`src/rtl/dmi_uart_queued_bridge.sv`:
```
// UART-TAP <-> Debug Module Interface bridge: queued TAP requests, queued responses,
// a per-handshake watchdog and a sticky error that answers later accesses with BUSY.

module dmi_uart_queued_bridge_fifo #(
    parameter int unsigned WIDTH = 8,
    parameter int unsigned DEPTH = 4
) (
    input  logic             clk,
    input  logic             rst_n,
    input  logic             push,
    input  logic [WIDTH-1:0] push_data,
    input  logic             pop,
    output logic [WIDTH-1:0] head,
    output logic             full,
    output logic             empty
);
    localparam int unsigned AW = $clog2(DEPTH);
    localparam logic [AW:0] FULL_COUNT = (AW + 1)'(DEPTH);

    logic [WIDTH-1:0] mem [DEPTH];
    logic [AW-1:0]    wr_ptr, rd_ptr;
    logic [AW:0]      count;

    assign full  = (count == FULL_COUNT);
    assign empty = (count == '0);
    // Head is forced to zero while empty so stale storage never reaches the outputs.
    assign head  = empty ? '0 : mem[rd_ptr];

    always_ff @(posedge clk or negedge rst_n) begin
        if (!rst_n) begin
            wr_ptr <= '0;
            rd_ptr <= '0;
            count  <= '0;
        end else begin
            if (push) wr_ptr <= wr_ptr + 1'b1;
            if (pop)  rd_ptr <= rd_ptr + 1'b1;
            if (push && !pop)      count <= count + 1'b1;
            else if (pop && !push) count <= count - 1'b1;
        end
    end

    always_ff @(posedge clk) begin
        if (push) mem[wr_ptr] <= push_data;
    end
endmodule

module dmi_uart_queued_bridge #(
    parameter int unsigned ABITS      = 7,
    parameter int unsigned REQ_DEPTH  = 4,
    parameter int unsigned RESP_DEPTH = 4,
    parameter int unsigned TIMEOUT    = 1024
) (
    input  logic             CLK_I,
    input  logic             RST_NI,
    input  logic             TAP_WRITE_VALID_I,
    output logic             TAP_WRITE_READY_O,
    input  logic [ABITS+33:0] TAP_WRITE_DATA_I,
    output logic             TAP_READ_VALID_O,
    input  logic             TAP_READ_READY_I,
    output logic [ABITS+33:0] TAP_READ_DATA_O,
    output logic             DMI_REQ_VALID_O,
    input  logic             DMI_REQ_READY_I,
    output logic [ABITS+33:0] DMI_REQ_O,
    input  logic             DMI_RESP_VALID_I,
    output logic             DMI_RESP_READY_O,
    input  logic [33:0]      DMI_RESP_I,
    output logic             ERR_STICKY_O,
    output logic             BUSY_O
);
    localparam int unsigned W  = ABITS + 34;
    localparam int unsigned CW = $clog2(TIMEOUT);
    localparam logic [CW-1:0] LAST_COUNT = CW'(TIMEOUT - 1);

    localparam logic [1:0] OP_NOP   = 2'd0;
    localparam logic [1:0] OP_CLEAR = 2'd3;
    localparam logic [1:0] ERR_OK     = 2'd0;
    localparam logic [1:0] ERR_FAILED = 2'd2;
    localparam logic [1:0] ERR_BUSY   = 2'd3;

    typedef enum logic [1:0] {IDLE, REQ, RESP} state_t;

    state_t         state, state_next;
    logic [W-1:0]   req_head, resp_data, cur;
    logic           req_empty, req_full, req_pop;
    logic           resp_empty, resp_full, resp_push;
    logic [CW-1:0]  cnt;
    logic           sticky, sticky_set, sticky_clr, expired;
    logic [ABITS-1:0] head_addr, cur_addr;
    logic [1:0]     head_op;

    assign head_addr = req_head[W-1:34];
    assign head_op   = req_head[1:0];
    assign cur_addr  = cur[W-1:34];
    assign expired   = (cnt == LAST_COUNT);

    dmi_uart_queued_bridge_fifo #(.WIDTH(W), .DEPTH(REQ_DEPTH)) u_req_fifo (
        .clk       (CLK_I),
        .rst_n     (RST_NI),
        .push      (TAP_WRITE_VALID_I && !req_full),
        .push_data (TAP_WRITE_DATA_I),
        .pop       (req_pop),
        .head      (req_head),
        .full      (req_full),
        .empty     (req_empty)
    );

    dmi_uart_queued_bridge_fifo #(.WIDTH(W), .DEPTH(RESP_DEPTH)) u_resp_fifo (
        .clk       (CLK_I),
        .rst_n     (RST_NI),
        .push      (resp_push),
        .push_data (resp_data),
        .pop       (!resp_empty && TAP_READ_READY_I),
        .head      (TAP_READ_DATA_O),
        .full      (resp_full),
        .empty     (resp_empty)
    );

    assign TAP_WRITE_READY_O = !req_full;
    assign TAP_READ_VALID_O  = !resp_empty;
    assign DMI_REQ_VALID_O   = (state == REQ);
    assign DMI_RESP_READY_O  = (state == RESP);
    assign DMI_REQ_O         = {cur_addr, cur[1:0], cur[33:2]};
    assign ERR_STICKY_O      = sticky;
    assign BUSY_O            = (state != IDLE) || !req_empty;

    always_comb begin
        state_next = state;
        req_pop    = 1'b0;
        resp_push  = 1'b0;
        resp_data  = '0;
        sticky_set = 1'b0;
        sticky_clr = 1'b0;
        case (state)
            IDLE: begin
                // A free response slot is reserved before popping, so the RESP push cannot overflow.
                if (!req_empty && !resp_full) begin
                    req_pop = 1'b1;
                    if (head_op == OP_NOP) begin
                        resp_push = 1'b1;
                        resp_data = {head_addr, 32'h0, sticky ? ERR_BUSY : ERR_OK};
                    end else if (head_op == OP_CLEAR) begin
                        resp_push  = 1'b1;
                        resp_data  = {head_addr, 32'h0, ERR_OK};
                        sticky_clr = 1'b1;
                    end else if (sticky) begin
                        resp_push = 1'b1;
                        resp_data = {head_addr, 32'h0, ERR_BUSY};
                    end else begin
                        state_next = REQ;
                    end
                end
            end
            REQ: begin
                if (DMI_REQ_READY_I) begin
                    state_next = RESP;
                end else if (expired) begin
                    resp_push  = 1'b1;
                    resp_data  = {cur_addr, 32'h0, ERR_FAILED};
                    sticky_set = 1'b1;
                    state_next = IDLE;
                end
            end
            RESP: begin
                if (DMI_RESP_VALID_I) begin
                    resp_push  = 1'b1;
                    resp_data  = {cur_addr, DMI_RESP_I};
                    state_next = IDLE;
                end else if (expired) begin
                    resp_push  = 1'b1;
                    resp_data  = {cur_addr, 32'h0, ERR_FAILED};
                    sticky_set = 1'b1;
                    state_next = IDLE;
                end
            end
            default: state_next = IDLE;
        endcase
    end

    always_ff @(posedge CLK_I or negedge RST_NI) begin
        if (!RST_NI) begin
            state  <= IDLE;
            cur    <= '0;
            cnt    <= '0;
            sticky <= 1'b0;
        end else begin
            state <= state_next;
            if (req_pop) cur <= req_head;
            if (state_next != state) cnt <= '0;
            else if (state != IDLE)  cnt <= cnt + 1'b1;
            if (sticky_set)      sticky <= 1'b1;
            else if (sticky_clr) sticky <= 1'b0;
        end
    end
endmodule
```
`config.mk`:
```
export PLATFORM = sky130hd
export DESIGN_NAME = dmi_uart_queued_bridge
export DESIGN_NICKNAME = d
export VERILOG_FILES = /design/src/rtl/dmi_uart_queued_bridge.sv
export SDC_FILE = /design/constraint.sdc
export NUM_CORES = 1
export LEC_CHECK = 0
export CORE_MARGIN = 10
export CORE_UTILIZATION = 35
export DETAILED_ROUTE_END_ITERATION = 10
export SETUP_SLACK_MARGIN = 0.1
export SLEW_MARGIN = 20
export SYNTH_ARGS = -nofsm -noshare
export SYNTH_HDL_FRONTEND = slang
export SYNTH_SLANG_ARGS = --single-unit
```
`constraint.sdc`:
```
create_clock -name CLK_I -period 3.02 [get_ports CLK_I]
set_clock_uncertainty 0.1 [all_clocks]
set_input_delay 0.604 -clock CLK_I [delete_from_list [all_inputs] [get_ports CLK_I]]
set_output_delay 0.604 -clock CLK_I [all_outputs]
set_load 0.02 [all_outputs]
```
Yosys cells after proc, flatten, opt, wreduce, memory -nomap -nowiden
Memory sizes are Yosys's and may differ from the RTL's.
Index checks and enable logic that the tools add are counted.
{"block": "totals", "ff_bits": 68, "mem_count": 2, "wordCells": 100, "ramBits": 328, "in_bits": 81, "out_inout_bits": 88}
{"name": "u_req_fifo.mem", "words": 4, "word_bits": 41, "rd": 1, "rd_clocked_by_memory_dff": 0, "wr": 1, "line_no": "20", "rtl": "logic [WIDTH-1:0] mem [DEPTH];"}
{"name": "u_resp_fifo.mem", "words": 4, "word_bits": 41, "rd": 1, "rd_clocked_by_memory_dff": 0, "wr": 1, "line_no": "20"}
{"block": "op_classes", "reduce_logical": 25, "n_eq_ne": 7, "addsub": 9, "muxes": 47}
{"cell": "two-way mux 41 bit", "count": 9}
{"cell": "case mux 41 bit (3 select lines)", "count": 1}
{"cell": "two-way mux 1 bit", "count": 20}
{"cell": "two-way mux 10 bit", "count": 2}
{"cell": "two-way mux 2 bit", "count": 8}
{"cell": "two-way mux 3 bit", "count": 4}
{"cell": "adder 10 x 1 -> 10 bit (second input constant)", "count": 1}
{"cell": "equality test 10 bit (second input constant)", "count": 1}
{"cell": "nonzero test 2 bit", "count": 5}
{"cell": "adder 2 x 1 -> 2 bit (second input constant)", "count": 4}
{"cell": "logical NOT 1 bit", "count": 8}
{"cell": "logical AND 1 bit", "count": 7}
{"cell": "adder 3 x 1 -> 3 bit (second input constant)", "count": 2}
{"cell": "equality test 3 bit (second input constant)", "count": 2}
{"cell": "logical NOT 3 bit", "count": 2}
{"cell": "case mux 2 bit (3 select lines)", "count": 1}
{"cell": "subtractor 3 x 1 -> 3 bit (second input constant)", "count": 2}
{"cell": "equality test 2 bit (second input constant)", "count": 2}
{"cell": "logical NOT 2 bit", "count": 2}
{"cell": "case mux 1 bit (3 select lines)", "count": 1}
{"cell": "equality test 2 x 1 -> 1 bit (second input constant)", "count": 1}
{"cell": "inequality test 2 bit", "count": 1}
{"cell": "case mux 1 bit (2 select lines)", "count": 1}
{"cell": "logical OR 1 bit", "count": 1}

Depth between registers and ports, before layout
{"block": "depth", "word_depth": 11, "depth_mapped": 14, "mapped_depth_nobuf": 12}

By module
From an unflattened synthesis, not the netlist that was laid out.
{"block": "hier_totals", "hier_cells": 828, "area_unflattened_um2": 16067.9}
{"module": "dmi_uart_queued_bridge_fifo", "area_per_inst_um2": 6633.9, "cells_each": 294, "seq_area_each_um2": 5099.9, "instances": 2}
{"module": "dmi_uart_queued_bridge", "area_per_inst_um2": 2800.2, "cells_each": 240, "seq_area_each_um2": 1351.3, "instances": 1}

Worst setup path after synthesis
Ideal clock, no wire load.
{"block": "synth_path", "kind": "reg-to-reg", "start": "register state[1]", "end": "register u_resp_fifo.count[2]", "setup_time_ps": 79, "period_less_slack_ps": 2877, "t_required_ps": 2841, "slack_ps": 143, "path_buffers": 2, "arrival_ps": 2697, "path_stages_with_launch": 15, "cell_sequence": "dfrtp_1 inv_1 ha_1 clkbuf_1 and2_1 buf_4 clkinv_8 a21oi_2 o21a_4 ha_1 inv_1 fa_1 xor2_1 nor2_1 xor2_1"}
{"block": "synth_between", "elab_chain_len": 5, "elab_cells_between_ends": 9, "cone_classes": "2 x eq/ne; 2 x mux; 5 x reduce/logical"}
{"item": "from (decl)", "line_no": "82", "rtl": "state_t state, state_next;"}
{"item": "from (signal assigned)", "line_no": "186", "rtl": "state <= state_next;"}
{"item": "equality test 2 bit, or another cell as far along", "line_no": "133", "rtl": "case (state)"}
{"item": "case mux 1 bit (3 select lines) *", "line_no": "133"}
{"item": "via resp_push", "line_no": "85", "rtl": "logic resp_empty, resp_full, resp_push;"}
{"item": "logical NOT 1 bit", "line_no": "38", "rtl": "else if (pop && !push) count <= count - 1'b1;"}
{"item": "logical AND 1 bit", "line_no": "38"}
{"item": "nonzero test 2 bit (no source line)"}
{"item": "to (signal assigned)", "line_no": "37", "rtl": "if (push && !pop) count <= count + 1'b1;"}
{"item": "to (signal assigned)", "line_no": "38"}
{"item": "to (decl)", "line_no": "22", "rtl": "logic [AW:0] count;"}
Mark *: on every way through the listed nets, which the timed path passes. The rest lies on a longest branch.
A chain may end at the register's enable or synchronous reset.

Worst setup path after layout
{"block": "layout_path", "start": "register u_resp_fifo.rd_ptr[0]", "end": "output TAP_READ_DATA_O[1]"}
{"block": "layout_between", "elab_chain_len": 2}
{"item": "from (decl)", "line_no": "21", "rtl": "logic [AW-1:0] wr_ptr, rd_ptr;"}
{"item": "from (signal assigned)", "line_no": "36", "rtl": "if (pop) rd_ptr <= rd_ptr + 1'b1;"}
{"item": "memory read (4 x 41 bit)"}
{"item": "two-way mux 41 bit", "line_no": "27", "rtl": "assign head = empty ? '0 : mem[rd_ptr];"}
{"item": "to (decl)", "line_no": "60", "rtl": "output logic [ABITS+33:0] TAP_READ_DATA_O,"}
No other way between the ends.

==> results.md <==
- Status: complete, no violations
- Setup TNS: 0 ps
- Synth warn: 0
- Crit-path max cell delay: 520 ps
- Max VDD drop: approximately 600 uV
- Die ar.: ~54000 um^2
- CTS HTree Levels: 2
- Post-layout util: 0.452
- Core area: 44300 um^2
- Top delay family on crit path: multiplexers
- DRC Markers: 0
- Vert. Die Dim: 232 um
- Root Driver: clkbuf_16
- Compound-Gate Fraction of Synth Area: 0.0177
- Hold Vio Cnt, Final: 0
- Initial core utilization: 0.354
- Slew Viols, Final: 0
- Final WL: 34700 um
- Total Routing Usage GR: 0.130
- Setup-failing EPs final: 0
- CTS Buffer Depth: 3
- Fmax: 0.343 GHz
- Pre-antenna DRT Iters: 6
- Yosys reg bits: 396
- Max-Cap Viols: 0
- Worst-path clk slew: 60 ps
- Via count: 8148
- Critical path's slowest cell: mux4_2
- Kind of critical path: reg2out
- Area share of fa/ha/maj cells after synthesis: 0.0145
- Initial DRC Count: 597
- Port bufs: 168
- Die width: 232 um
- Largest family of logic cells by synthesized area: multiplexers
- Pwr per Cell Area: between 1000 and 1500 nW/um^2
- Clk_lat worst skew: 570 ps
- Register area: 11600 um^2
- CP cell instances: buf_4, buf_4, buf_6, mux4_2, and2_4, clkbuf_4
- First-pass GRT wire length: ~54000 um
- Mapped Cells: 866
- Period minus WS final: 2910 ps
- Relative slew slack: 0.552
- Post-synth EDFFs: around 330
- Syn_area_per_cell: about 18 um^2
- Mean routed wirelength per cell: 20.3 um
- Routed vias/inst: 4.76
- DP HPWL: 21100 um
- Largest net degree at the start of global routing: 45
- Site Rows: slightly below 80
- Post-synth ARST share: 0.172
- Sink Count: 396
- I/O pin count: 169
- Critical path arrival: 2210 ps
- Hold WC Path Type: reg2reg
- Layout filler cell count: 3911
- Post-Syn Area: around 16000 um^2
- Crit end category: output pin
- Synth Area in Simple Gates: 0.0812
- Routability cong.: 0.741
- Worst-path maximum fanout: 5
- GRT overflow: 0
- Buf+Inv Stages, Crit Path: 4
- Area of the multi-input gates: between 3000 and 4000 um^2
- Antenna Nets Post-Route: 0
- Final period util: 0.965
- Unrepaired setup endpoints after global routing: yes
- Xor/xnor cell area share of the yosys netlist: 0.0139
- Distinct cells, synth: 49
- Worst-margin pin slew: approximately 670 ps
- Initial antenna violation count: 7
- Mux contribution to synthesized area: 0.122
- CTS tree: yes
- Layout cell share with drive strength beyond 1: 0.260
- Most used cell along the critical path: buf_4
- # nets final: about 1200
- Sequential share of the synthesized area: 0.736
- Mapped Nets: a little under 1000
- Main flop type after synthesis: edfxtp_1
- Startpoint type of the worst setup path: flop
- Static Leak: around 7.3 nW
- Vias in the first global route: 8842
- CTS Buf Count: 42
- Syn-to-layout area delta: 27.6%
- Req. time, crit path: 2320 ps
report_power, final:
| group | switching, mW | total [mW] | leakage (nW) | internal [mW] |
|---|---|---|---|---|
| Sequential | 0.503 | 8.01 | 3.95 | 7.50 |
| Clock | 2.09 | 5.33 | 0.702 | 3.24 |
| Combinational | 4.62 | 8.70 | 2.69 | 4.08 |
path summary, 6_finish.rpt:
check	start	endpoint	slack [ps]	depth (start not counted)
hold reg to reg	cur[10]$_DFFE_PN0P_	cur[10]$_DFFE_PN0P_	380	2
hold / removal	cur[10]$_DFFE_PN0P_	cur[10]$_DFFE_PN0P_	380	2
setup / recovery	u_resp_fifo.rd_ptr[0]$_DFFE_PN0P_	TAP_READ_DATA_O[1]	110	6
max in group asynchronous	RST_NI	cur[13]$_DFFE_PN0P_	1720	3
min in group asynchronous	RST_NI	cur[27]$_DFFE_PN0P_	470	2
setup reg to reg	state[1]$_DFF_PN0_	u_resp_fifo.count[1]$_DFFE_PN0P_	310	10
cells in the mapped netlist (3+ instances only):
| cell | count | area share |
|---|---|---|
| a21o_1 | 7 | 0.0033 |
| a21oi_1 | 6 | 0.0019 |
| a22oi_1 | 7 | 0.0033 |
| and2_1 | 74 | 0.029 |
| and2_2 | 4 | 0.0019 |
| and3_1 | 5 | 0.0020 |
| buf_1 | 3 | 0.00072 |
| buf_2 | 13 | 0.0041 |
| buf_4 | 4 | 0.0019 |
| clkbuf_1 | 19 | 0.0045 |
| dfrtp_1 | 68 | 0.11 |
| edfxtp_1 | 328 | 0.63 |
| ha_1 | 15 | 0.012 |
| inv_1 | 10 | 0.0024 |
| mux4_2 | 83 | 0.12 |
| nand2_1 | 115 | 0.027 |
| nand3_1 | 7 | 0.0022 |
| nor2_1 | 17 | 0.0041 |
| nor2b_1 | 8 | 0.0032 |
| nor3_1 | 15 | 0.0048 |
| o21ai_0 | 3 | 0.00096 |
| xnor2_1 | 11 | 0.0061 |
| xor2_1 | 14 | 0.0078 |
through the flow:
| step | instance area, um^2 | total power, mW | cells | hold slack (ps) | worst slack [ps] |
|---|---|---|---|---|---|
| global route | 20000 | 23.4 | 1708 | 403 | 9.00 |
| CTS | 19800 | 21.8 | 1705 | 381 | 28.5 |
| floorplan | 15700 | 13.1 | 866 | 208 | 143 |
| detailed placement | 18300 | 16.5 | 1613 | 362 | 76.0 |
| global placement | 18300 | 16.4 | 1613 | 360 | 96.1 |
| finish | 20000 | 22.0 | 1710 | 377 | 106 |
state kept, by name, indices dropped and copies added, names as in the netlist, 2 cells and up:
signal              flops
u_resp_fifo.mem       164
cnt                    10
u_req_fifo.count        3
u_req_fifo.rd_ptr       2
state                   2
cur                    41
u_resp_fifo.wr_ptr      2
u_req_fifo.mem        164
u_resp_fifo.rd_ptr      2
u_req_fifo.wr_ptr       2
u_resp_fifo.count       3
layer usage:
metal	track usage	vias up	part of all wire
li1	-	3726	-
met1	0.162	4158	0.44
met2	0.207	206	0.47
met3	0.0514	48	0.077
met4	0.0323	10	0.016
met5	0	-	0.0020
cells by family (layout without fill, tap and decap cells):
family | after synthesis | in the layout
mux | 87 | 87
buf+inv | 50 | 300
compound gates | 36 | 36
flops | 396 | 396
simple gates | 255 | 255
xor+xnor | 25 | 25
fa+ha+maj | 17 | 17
other cells | 0 | 2
layout make-up:
cell class | instances | area share
repair buffers | 211 | 0.111
flip-flops and latches | 396 | 0.577
clock buffers | 59 | 0.0606
multi-input cells | 420 | 0.199
inverters | 11 | 0.00268
well taps | 592 | 0.0370
diodes | 2 | 0.000250
clock inverters | 19 | 0.0119
repair_timing:
item	4_1_cts	5_1_grt
cloned	2	0
gates resized for setup	138	117
buffers inserted	11	3
hold buffers	1	0
endpoints found under the setup margin	43	34
endpoints found under the hold margin	39	0
cells in the final DEF, fill, tap and decap left out, types with 15 or more instances in the layout:
master,netlist,final
and2_1,74,45
and2_4,0,28
buf_4,4,18
buf_6,0,34
clkbuf_16,0,42
clkdlybuf4s50_1,0,123
dfrtp_1,68,64
edfxtp_1,328,328
ha_1,15,15
mux4_2,83,83
nand2_1,115,115
nor2_1,17,16
nor3_1,15,15
worst reg2reg max path, stage by stage (launching register included):
cell,delay [ps]
dfrtp_1,480
inv_2,100
ha_1,260
and2b_2,230
nor2_1,170
o21ai_4,80
o21a_4,220
ha_1,210
inv_1,90
fa_1,380
mux2_2,270
Power figures use the tool's default switching activity.
